$ cat config.mk
export PLATFORM = sky130hd
export DESIGN_NAME = seq_divider
export DESIGN_NICKNAME = d
export VERILOG_FILES = /design/src/rtl/seq_divider_pkg.sv /design/src/rtl/seq_divider_div_step.sv /design/src/rtl/seq_divider.sv
export SDC_FILE = /design/constraint.sdc
export NUM_CORES = 1
export LEC_CHECK = 0
export CAP_MARGIN = 20
export CORE_UTILIZATION = 57
export DETAILED_ROUTE_END_ITERATION = 16
export PLACE_DENSITY = 0.94
export SLEW_MARGIN = 25
export SYNTH_ARGS = -nofsm -noshare
export SYNTH_HDL_FRONTEND = slang
export SYNTH_SLANG_ARGS = --single-unit
$ cat constraint.sdc
create_clock -name clk -period 3.97 [get_ports clk]
set_input_delay 0.794 -clock clk [delete_from_list [all_inputs] [get_ports clk]]
set_output_delay 0.794 -clock clk [all_outputs]
set_load 0.01 [all_outputs]
$ cat src/rtl/seq_divider_pkg.sv
// ============================================================================
// Module : seq_divider_pkg
// Brief  : Shared FSM state encoding and default operand width for seq_divider.
// Rev    : 1.0
// ============================================================================
`default_nettype none

package seq_divider_pkg;

    localparam int unsigned C_DEF_WIDTH = 8;

    typedef enum logic [1:0] {
        IDLE = 2'd0,
        RUN  = 2'd1,
        DONE = 2'd2
    } state_t;

endpackage : seq_divider_pkg

`default_nettype wire

$ cat src/rtl/seq_divider_div_step.sv
// ============================================================================
// Module : div_step
// Brief  : One combinational restoring-division step (trial subtract/restore).
// Rev    : 1.0
// ============================================================================
`default_nettype none

module div_step
    import seq_divider_pkg::*;
#(
    parameter int WIDTH = C_DEF_WIDTH
) (
    input  logic [WIDTH-1:0] i_rem,
    input  logic             i_bit,
    input  logic [WIDTH-1:0] i_dvs,
    output logic [WIDTH-1:0] o_rem,
    output logic             o_q
);

    logic [WIDTH:0] w_shift;
    logic [WIDTH:0] w_diff;

    assign w_shift = {i_rem, i_bit};
    assign w_diff  = w_shift - {1'b0, i_dvs};

    // The partial remainder is always below the divisor, so the top bit of the
    // (WIDTH+1)-bit difference is a clean borrow flag.
    assign o_q   = ~w_diff[WIDTH];
    assign o_rem = o_q ? w_diff[WIDTH-1:0] : w_shift[WIDTH-1:0];

endmodule : div_step

`default_nettype wire

$ cat src/rtl/seq_divider.sv
// ============================================================================
// Module : seq_divider
// Brief  : Sequential unsigned restoring divider, one quotient bit per clock.
//          Define SEQ_DIVIDER_DIV0_DETECT_EN for the divide-by-zero shortcut.
// Rev    : 1.0
// ============================================================================
`default_nettype none

module seq_divider
    import seq_divider_pkg::*;
#(
    parameter int WIDTH = C_DEF_WIDTH
) (
    input  logic             clk,
    input  logic             rst,
    input  logic             start,
    input  logic [WIDTH-1:0] dividend,
    input  logic [WIDTH-1:0] divisor,
    output logic             busy,
    output logic             done,
    output logic [WIDTH-1:0] quotient,
    output logic [WIDTH-1:0] remainder,
    output logic             div0
);

    localparam int CNT_W = (WIDTH > 1) ? $clog2(WIDTH) : 1;

    state_t             r_state;
    state_t             w_state_next;
    logic [CNT_W-1:0]   r_cnt;
    logic [WIDTH-1:0]   r_dq;
    logic [WIDTH-1:0]   r_dvs;
    logic [WIDTH-1:0]   r_rem;
    logic [WIDTH-1:0]   r_quotient;
    logic [WIDTH-1:0]   r_remainder;
    logic [WIDTH-1:0]   w_rem_next;
    logic               w_qbit;
    logic [WIDTH:0]     w_dq_shift;
    logic               w_div0_start;

    div_step #(
        .WIDTH (WIDTH)
    ) u_div_step (
        .i_rem (r_rem),
        .i_bit (r_dq[WIDTH-1]),
        .i_dvs (r_dvs),
        .o_rem (w_rem_next),
        .o_q   (w_qbit)
    );

    // r_dq shifts dividend bits out of the MSB while quotient bits enter the LSB.
    assign w_dq_shift = {r_dq, w_qbit};

`ifdef SEQ_DIVIDER_DIV0_DETECT_EN
    assign w_div0_start = (divisor == '0);
`else
    assign w_div0_start = 1'b0;
`endif

    always_ff @(posedge clk) begin
        if (rst) begin
            r_state <= IDLE;
        end else begin
            r_state <= w_state_next;
        end
    end

    always_comb begin
        w_state_next = r_state;
        case (r_state)
            IDLE: begin
                if (start) begin
                    w_state_next = w_div0_start ? DONE : RUN;
                end
            end
            RUN: begin
                if (r_cnt == '0) begin
                    w_state_next = DONE;
                end
            end
            DONE:    w_state_next = IDLE;
            default: w_state_next = IDLE;
        endcase
    end

    always_comb begin
        busy = 1'b0;
        done = 1'b0;
        case (r_state)
            RUN:     busy = 1'b1;
            DONE:    done = 1'b1;
            default: ;
        endcase
    end

    always_ff @(posedge clk) begin
        if (rst) begin
            r_cnt       <= '0;
            r_dq        <= '0;
            r_dvs       <= '0;
            r_rem       <= '0;
            r_quotient  <= '0;
            r_remainder <= '0;
        end else begin
            case (r_state)
                IDLE: begin
                    if (start) begin
                        r_dq  <= dividend;
                        r_dvs <= divisor;
                        r_rem <= '0;
                        r_cnt <= CNT_W'(WIDTH - 1);
                        if (w_div0_start) begin
                            r_quotient  <= '1;
                            r_remainder <= dividend;
                        end
                    end
                end
                RUN: begin
                    r_dq  <= w_dq_shift[WIDTH-1:0];
                    r_rem <= w_rem_next;
                    r_cnt <= r_cnt - 1'b1;
                    if (r_cnt == '0) begin
                        r_quotient  <= w_dq_shift[WIDTH-1:0];
                        r_remainder <= w_rem_next;
                    end
                end
                default: ;
            endcase
        end
    end

    assign quotient  = r_quotient;
    assign remainder = r_remainder;

`ifdef SEQ_DIVIDER_DIV0_DETECT_EN
    logic r_div0;

    // DONE is reached straight from IDLE only through the zero-divisor shortcut.
    always_ff @(posedge clk) begin
        if (rst) begin
            r_div0 <= 1'b0;
        end else if (w_state_next == DONE && r_state != DONE) begin
            r_div0 <= (r_state == IDLE);
        end
    end

    assign div0 = r_div0;
`else
    assign div0 = 1'b0;
`endif

endmodule : seq_divider

`default_nettype wire
==> impl_metrics.csv, run 1 <==
group,metric,value,unit
power,cellLeakagePower,1.00,nW
setup_path,worstSetupEndpointType,"primary output",
layout,diodes,0,
job,maxCapViolCount,0,
setup_path,crit_arrival,2.09,ns
route,post_drt_via_cell_ratio,5.76,
timing,period_share,72.6,%
logic_synthesis,yosys_warnings,0,
global_route,grt-ovfl-total,0,
clocking,cts_resized,0,
power,switching_share,35.8,%
logic_synthesis,synthMuxAreaShare,2.23,%
global_route,grt_max_degree,22,
global_route,first_global_vias,1873,
route,wire_per_inst,14.7,um
timing,timing.fmax,0.347,GHz
timing,setup_viol,0,
logic_synthesis,synthArstFlopShare,0,%
placement,gp_congestion,0.808,
layout,layout.nets,331,
logic_synthesis,ys.flop_type,"dfxtp_1",
logic_synthesis,synthAdderAreaFrac,6.46,%
clocking,h-tree-depth,2,
route,top_layer,"met4",
clocking,path_clk_slew,0.09,ns
route,drtAntennaViolNets,0,
logic_synthesis,synth_commonest_cells,"nand2_1 (64), dfxtp_1 (45), a21oi_1 (26)",
power,power_frac_seq,41.9,%
placement,portBuffers,36,
power,peakVddDrop,329,uV
logic_synthesis,synth_cell_types,51,
power,p_comb_share,34.9,%
route,vias,2015,
route,met2_length,2.53,mm
setup_path,path_class,"flip-flop to primary output",
logic_synthesis,ys_ff_latch,45,
setup_path,path_max_fanout,16,
timing,slew_viol_final,0,
power,switchingPower,0.000446,W
power,pwr-share-clk,23.2,%
route,firstDrtPassIters,4,
setup_path,start_kind,"flip-flop",
worst_hold_path,min_path_type,"flip-flop to flip-flop",
logic_synthesis,syn_nets,302,
die,die-area,0.00420,mm2
logic_synthesis,synth_area_per_cell,8.26,um2
clocking,ctsLongestPathBuffers,2,
power,p_per_area,462,mW/mm2
timing,finalSetupTns,0,ns
global_route,grt_pass1_wl,8.43,mm
timing,slew_headroom,43.5,%
die,core,0.00372,mm2
power,finalPower,0.00124,W
clocking,cts_hold_buf,0,
route,first_iter_violations,165,
logic_synthesis,syn_inst,272,
clocking,cts_tree,"built",
die,initial_core_util,60.4,%
clocking,clkLatencyLatePin,0.30,ns
layout,drive_above_1_share,6.62,%
logic_synthesis,synthSimpleGateAreaFrac,19.6,%
power,internal-power,0.000798,W
clocking,cts_sinks,45,
logic_synthesis,synth_top_area_share,40.1,%
logic_synthesis,ys_seq_area_share,40.1,%
logic_synthesis,synth_compound_area_share,23.7,%
route,met1_length,2.24,mm
timing,clock_skew,0.00659,ns
placement,dp_hpwl,3.67,mm
logic_synthesis,synth_edf_count,0,
timing,period_minus_slack,2.88,ns
route,wirelength,5.14,mm
clocking,cts_buffers,5,
layout,fill_cells,293,
setup_path,crit_required,3.18,ns
global_route,antenna_found_initial,0,
logic_synthesis,yosysMostFrequentCell,"nand2_1",
timing,final-hold-violation-count,0,
logic_synthesis,synth_top_family_by_area,"compound AO/OA/AOI/OAI gates",
route,dr_wl_met3,241,um
logic_synthesis,yosys.area.top_type,"dfxtp_1",
clocking,post_cts_buffers,0,
die,std_cell_rows,22,
logic_synthesis,synth_area_leaders,"dfxtp_1 (40%), nand2_1 (11%), a21oi_1 (5.8%), ha_1 (5.6%), nor2_1 (3.5%)",
status,status,"completed",
clocking,cts-root-buf,"clkbuf_8",
layout,regArea,901,um2
die,die_w,64.8,um
global_route,grt_usage,26.4,%
die,die_h,64.8,um
timing,rsz0062_at_grt,"no",
layout,multi_input_area,0.00121,mm2
logic_synthesis,synth_xor_area_share,1.95,%
route,drc,0,
timing,tightestPinTransition,0.841,ns
die,ios,38,
layout,synthToLayoutAreaGrowth,19.8,%
logic_synthesis,netlist_area,0.00225,mm2
[per-stage QoR]
step	std cells	utilization, %	hold slack (ns)	instance area, um2	setup slack [ns]
floorplan	272	-	0.436	2250	1.73
global placement	342	70.0	0.444	2600	1.35
detailed placement	342	70.0	0.449	2600	1.27
CTS	350	72.4	0.461	2690	1.14
global route	350	72.4	0.485	2690	1.00
finish	350	72.4	0.458	2690	1.09
[layout make-up]
class                   count  area share, %
clock buffers               5           2.56
clock inverters             3          0.837
well taps                  48           2.23
inverters                  13           1.81
flip-flops and latches     45           33.5
multi-input cells         198           45.1
repair buffers             38           13.9
[worst paths after layout]
path | startpoint | end | slack (ns) | depth (start not counted)
setup / recovery | r_state[1]$_SDFFE_PP0P_ | busy | 1.09 | 3
hold / removal | r_dvs[1]$_SDFFE_PP0P_ | r_dvs[1]$_SDFFE_PP0P_ | 0.46 | 2
setup reg to reg | r_dq[7]$_SDFFE_PP0P_ | remainder[6]$_SDFFE_PP0P_ | 1.35 | 9
hold reg to reg | r_dvs[1]$_SDFFE_PP0P_ | r_dvs[1]$_SDFFE_PP0P_ | 0.46 | 2
[cell usage in the layout, fill, tap and decap left out, types with 6 or more instances in the layout]
cell type / instances
nand2_1: 64
o21ai_0: 6
clkdlybuf4s50_1: 36
inv_1: 13
o21ai_1: 6
ha_1: 10
dfxtp_1: 45
a311oi_1: 6
nor2_1: 21
a21oi_1: 26
[worst max-delay path, stage by stage (launching register included)]
cell,delay (ns)
dfxtp_1,0.32
nand2b_1,0.40
inv_1,0.45
clkdlybuf4s50_1,0.62
[state kept, by name, indices dropped and copies added, names as in the netlist]
signal     cells
r_dvs          8
r_cnt          3
r_state        2
r_dq           8
remainder      8
r_rem          8
quotient       8
[cell families after synthesis]
logic type,count (synthesis)
mux,5
simple gates,103
xor+xnor,5
flops,45
fa+ha+maj,11
compound gates,73
buf+inv,29
other cells,1
[layer usage]
| metal | global-route usage, % | vias to the layer above |
|---|---|---|
| met5 | 0 | - |
| met4 | 10.8 | 0 |
| met3 | 5.46 | 19 |
| met2 | 45.2 | 59 |
| met1 | 32.0 | 943 |
| li1 | - | 994 |
[power groups by stage]
| stage | combinational [W] | clock [W] | sequential (W) |
|---|---|---|---|
| 2_1_floorplan | 0.000336 | 0 | 0.000526 |
| 3_3_place_gp | 0.000409 | 0 | 0.000528 |
| 3_5_place_dp | 0.000425 | 0 | 0.000531 |
| 4_1_cts | 0.000431 | 0.000288 | 0.000521 |
| 5_1_grt | 0.000477 | 0.000306 | 0.000526 |
| 6_report | 0.000434 | 0.000288 | 0.000522 |
No activity file was read; power rests on OpenSTA's default activity.
==> run 2, diff against run 1 <==
Settings changed: CORE_UTILIZATION 57 to 47, PLACE_DENSITY 0.94 to 0.84.
Clock period 3.97 ns to 2.34 ns, I/O delays scaled along.
==> run 2 against run 1 <==
  * The run now ends with setup timing left
  * Clock power grew 79%
  * Power up 88%
  * Sequential share of layout area decreased by 1.9 points
  * Die area grew 21%
  * Sequential cell count unchanged
  * First-iteration DRC count rose by 34%
  * Critical path depth increased by 7
  * Count of clock-buffer cells in the layout stayed put
==> impl_metrics.csv, run 2 (synthesis gave the netlist of run 1 again) <==
group,metric,value,unit
clocking,cts_tree,"built",
timing,slew_headroom,60.6,%
placement,portBuffers,36,
power,switching_share,36.4,%
layout,synthToLayoutAreaGrowth,27.5,%
power,cellLeakagePower,1.07,nW
timing,period_minus_slack,2.37,ns
power,peakVddDrop,467,uV
placement,gp_congestion,0.897,
timing,final-hold-violation-count,0,
placement,dp_hpwl,3.65,mm
power,p_comb_share,39.9,%
timing,finalSetupTns,-0.0275,ns
setup_path,crit_arrival,2.57,ns
timing,setup_viol,1,
setup_path,crit_required,2.54,ns
power,p_per_area,816,mW/mm2
layout,diodes,0,
clocking,path_clk_slew,0.10,ns
clocking,clkLatencyLatePin,0.31,ns
status,status,"finished, violations left",
clocking,cts_sinks,45,
setup_path,worstSetupEndpointType,"flip-flop",
timing,clock_skew,0.00651,ns
layout,fill_cells,359,
global_route,grt_pass1_wl,8.86,mm
status,failed_checks,"setup timing",
route,wire_per_inst,15.6,um
power,internal-power,0.00148,W
global_route,grtUsageMet1,28.3,%
timing,timing.fmax,0.422,GHz
route,first_iter_violations,221,
timing,setup_ws,-0.0275,ns
timing,slew_viol_final,0,
die,die_w,71.1,um
clocking,h-tree-depth,2,
timing,period_share,101,%
route,post_drt_via_cell_ratio,5.67,
clocking,cts_hold_buf,0,
die,die_h,71.1,um
power,power_frac_seq,38.0,%
job,maxCapViolCount,0,
global_route,grt_usage,22.3,%
die,std_cell_rows,24,
power,pwr-share-clk,22.1,%
route,firstDrtPassIters,4,
global_route,antenna_found_initial,0,
power,finalPower,0.00234,W
global_route,first_global_vias,1929,
setup_path,path_class,"flip-flop to flip-flop",
global_route,grt_max_degree,19,
clocking,ctsLongestPathBuffers,2,
layout,final_common_cell,"nand2_1",
setup_path,start_kind,"flip-flop",
global_route,busiest_layer,"met2",
die,initial_core_util,50.2,%
layout,mostFrequentLayoutCells,"nand2_1 (64), dfxtp_1 (43), clkdlybuf4s50_1 (36)",
timing,tightestPinTransition,0.590,ns
layout,drive_above_1_share,14.2,%
clocking,cts_buffers,5,
layout,layout.nets,346,
route,wirelength,5.77,mm
global_route,grtUsageMet2,37.8,%
route,vias,2093,
global_route,use_met3,3.28,%
clocking,cts-root-buf,"clkbuf_8",
route,drc,0,
die,core,0.00447,mm2
die,ios,38,
global_route,grt-ovfl-total,0,
setup_path,path_max_fanout,4,
route,drtAntennaViolNets,0,
die,die-area,0.00506,mm2
worst_hold_path,min_path_type,"flip-flop to flip-flop",
power,switchingPower,0.000850,W
-- run 2: what timing repair did --
action	CTS	global route
pin swaps	4	7
setup endpoints to repair	15	18
resized for setup	0	14
setup buffers	2	6
gates cloned	1	0
-- run 2: worst max-delay path: stages (launching register included) --
cell and delay, ns:
dfxtp_2 0.34, inv_2 0.07, ha_4 0.13, inv_2 0.04
fa_2 0.41, a211oi_4 0.31, o211a_1 0.25, buf_4 0.15
o2111a_1 0.28, a211oi_2 0.07, o21a_1 0.21
-- run 2: area by class of cell --
type / instances / area, um2 / share of cell area, %
Inverter: 13 / 48.8 / 1.70
Tap cell: 52 / 65.1 / 2.27
Clock buffer: 5 / 68.8 / 2.40
Clock inverter: 3 / 25.0 / 0.874
Timing Repair Buffer: 52 / 480 / 16.8
Sequential cell: 45 / 903 / 31.6
Multi-Input combinational cell: 199 / 1270 / 44.4
-- run 2: routing by layer --
layer	vias to the layer above	wire length, um	part of all wire, %
met5	-	0	0
met4	0	185	3.2
met3	20	282	4.9
met2	80	2770	48
met1	968	2530	44
li1	1025	-	-
-- run 2: per-stage QoR --
| stage | setup WS [ns] | cell area (um2) | instances | util (%) | hold WS [ns] |
|---|---|---|---|---|---|
| 3_5_place_dp | -0.0462 | 2650 | 352 | 59.2 | 0.447 |
| 3_3_place_gp | 0.0350 | 2650 | 352 | 59.2 | 0.441 |
| 4_1_cts | -0.0193 | 2770 | 363 | 61.9 | 0.461 |
| 2_1_floorplan | 0.105 | 2250 | 272 | - | 0.436 |
| 6_report | -0.0275 | 2860 | 369 | 64.0 | 0.458 |
| 5_1_grt | -0.0999 | 2860 | 369 | 64.0 | 0.481 |
-- run 2: power groups by stage --
stage | logic, W | clock network, W | registers, W
finish | 0.000932 | 0.000516 | 0.000887
global route | 0.00100 | 0.000561 | 0.000895
CTS | 0.000780 | 0.000521 | 0.000881
detailed placement | 0.000724 | 0 | 0.000899
global placement | 0.000705 | 0 | 0.000897
floorplan | 0.000570 | 0 | 0.000893
-- run 2: path summary, 6_finish.rpt --
check / endpoint / cells after the start / start / slack [ns]
setup / recovery: remainder[0]$_SDFFE_PP0P_ / 10 / r_dq[7]$_SDFFE_PP0P_ / -0.03
hold / removal: quotient[2]$_SDFFE_PP0P_ / 2 / quotient[2]$_SDFFE_PP0P_ / 0.46
setup reg to reg: remainder[0]$_SDFFE_PP0P_ / 10 / r_dq[7]$_SDFFE_PP0P_ / -0.03
hold reg to reg: quotient[2]$_SDFFE_PP0P_ / 2 / quotient[2]$_SDFFE_PP0P_ / 0.46
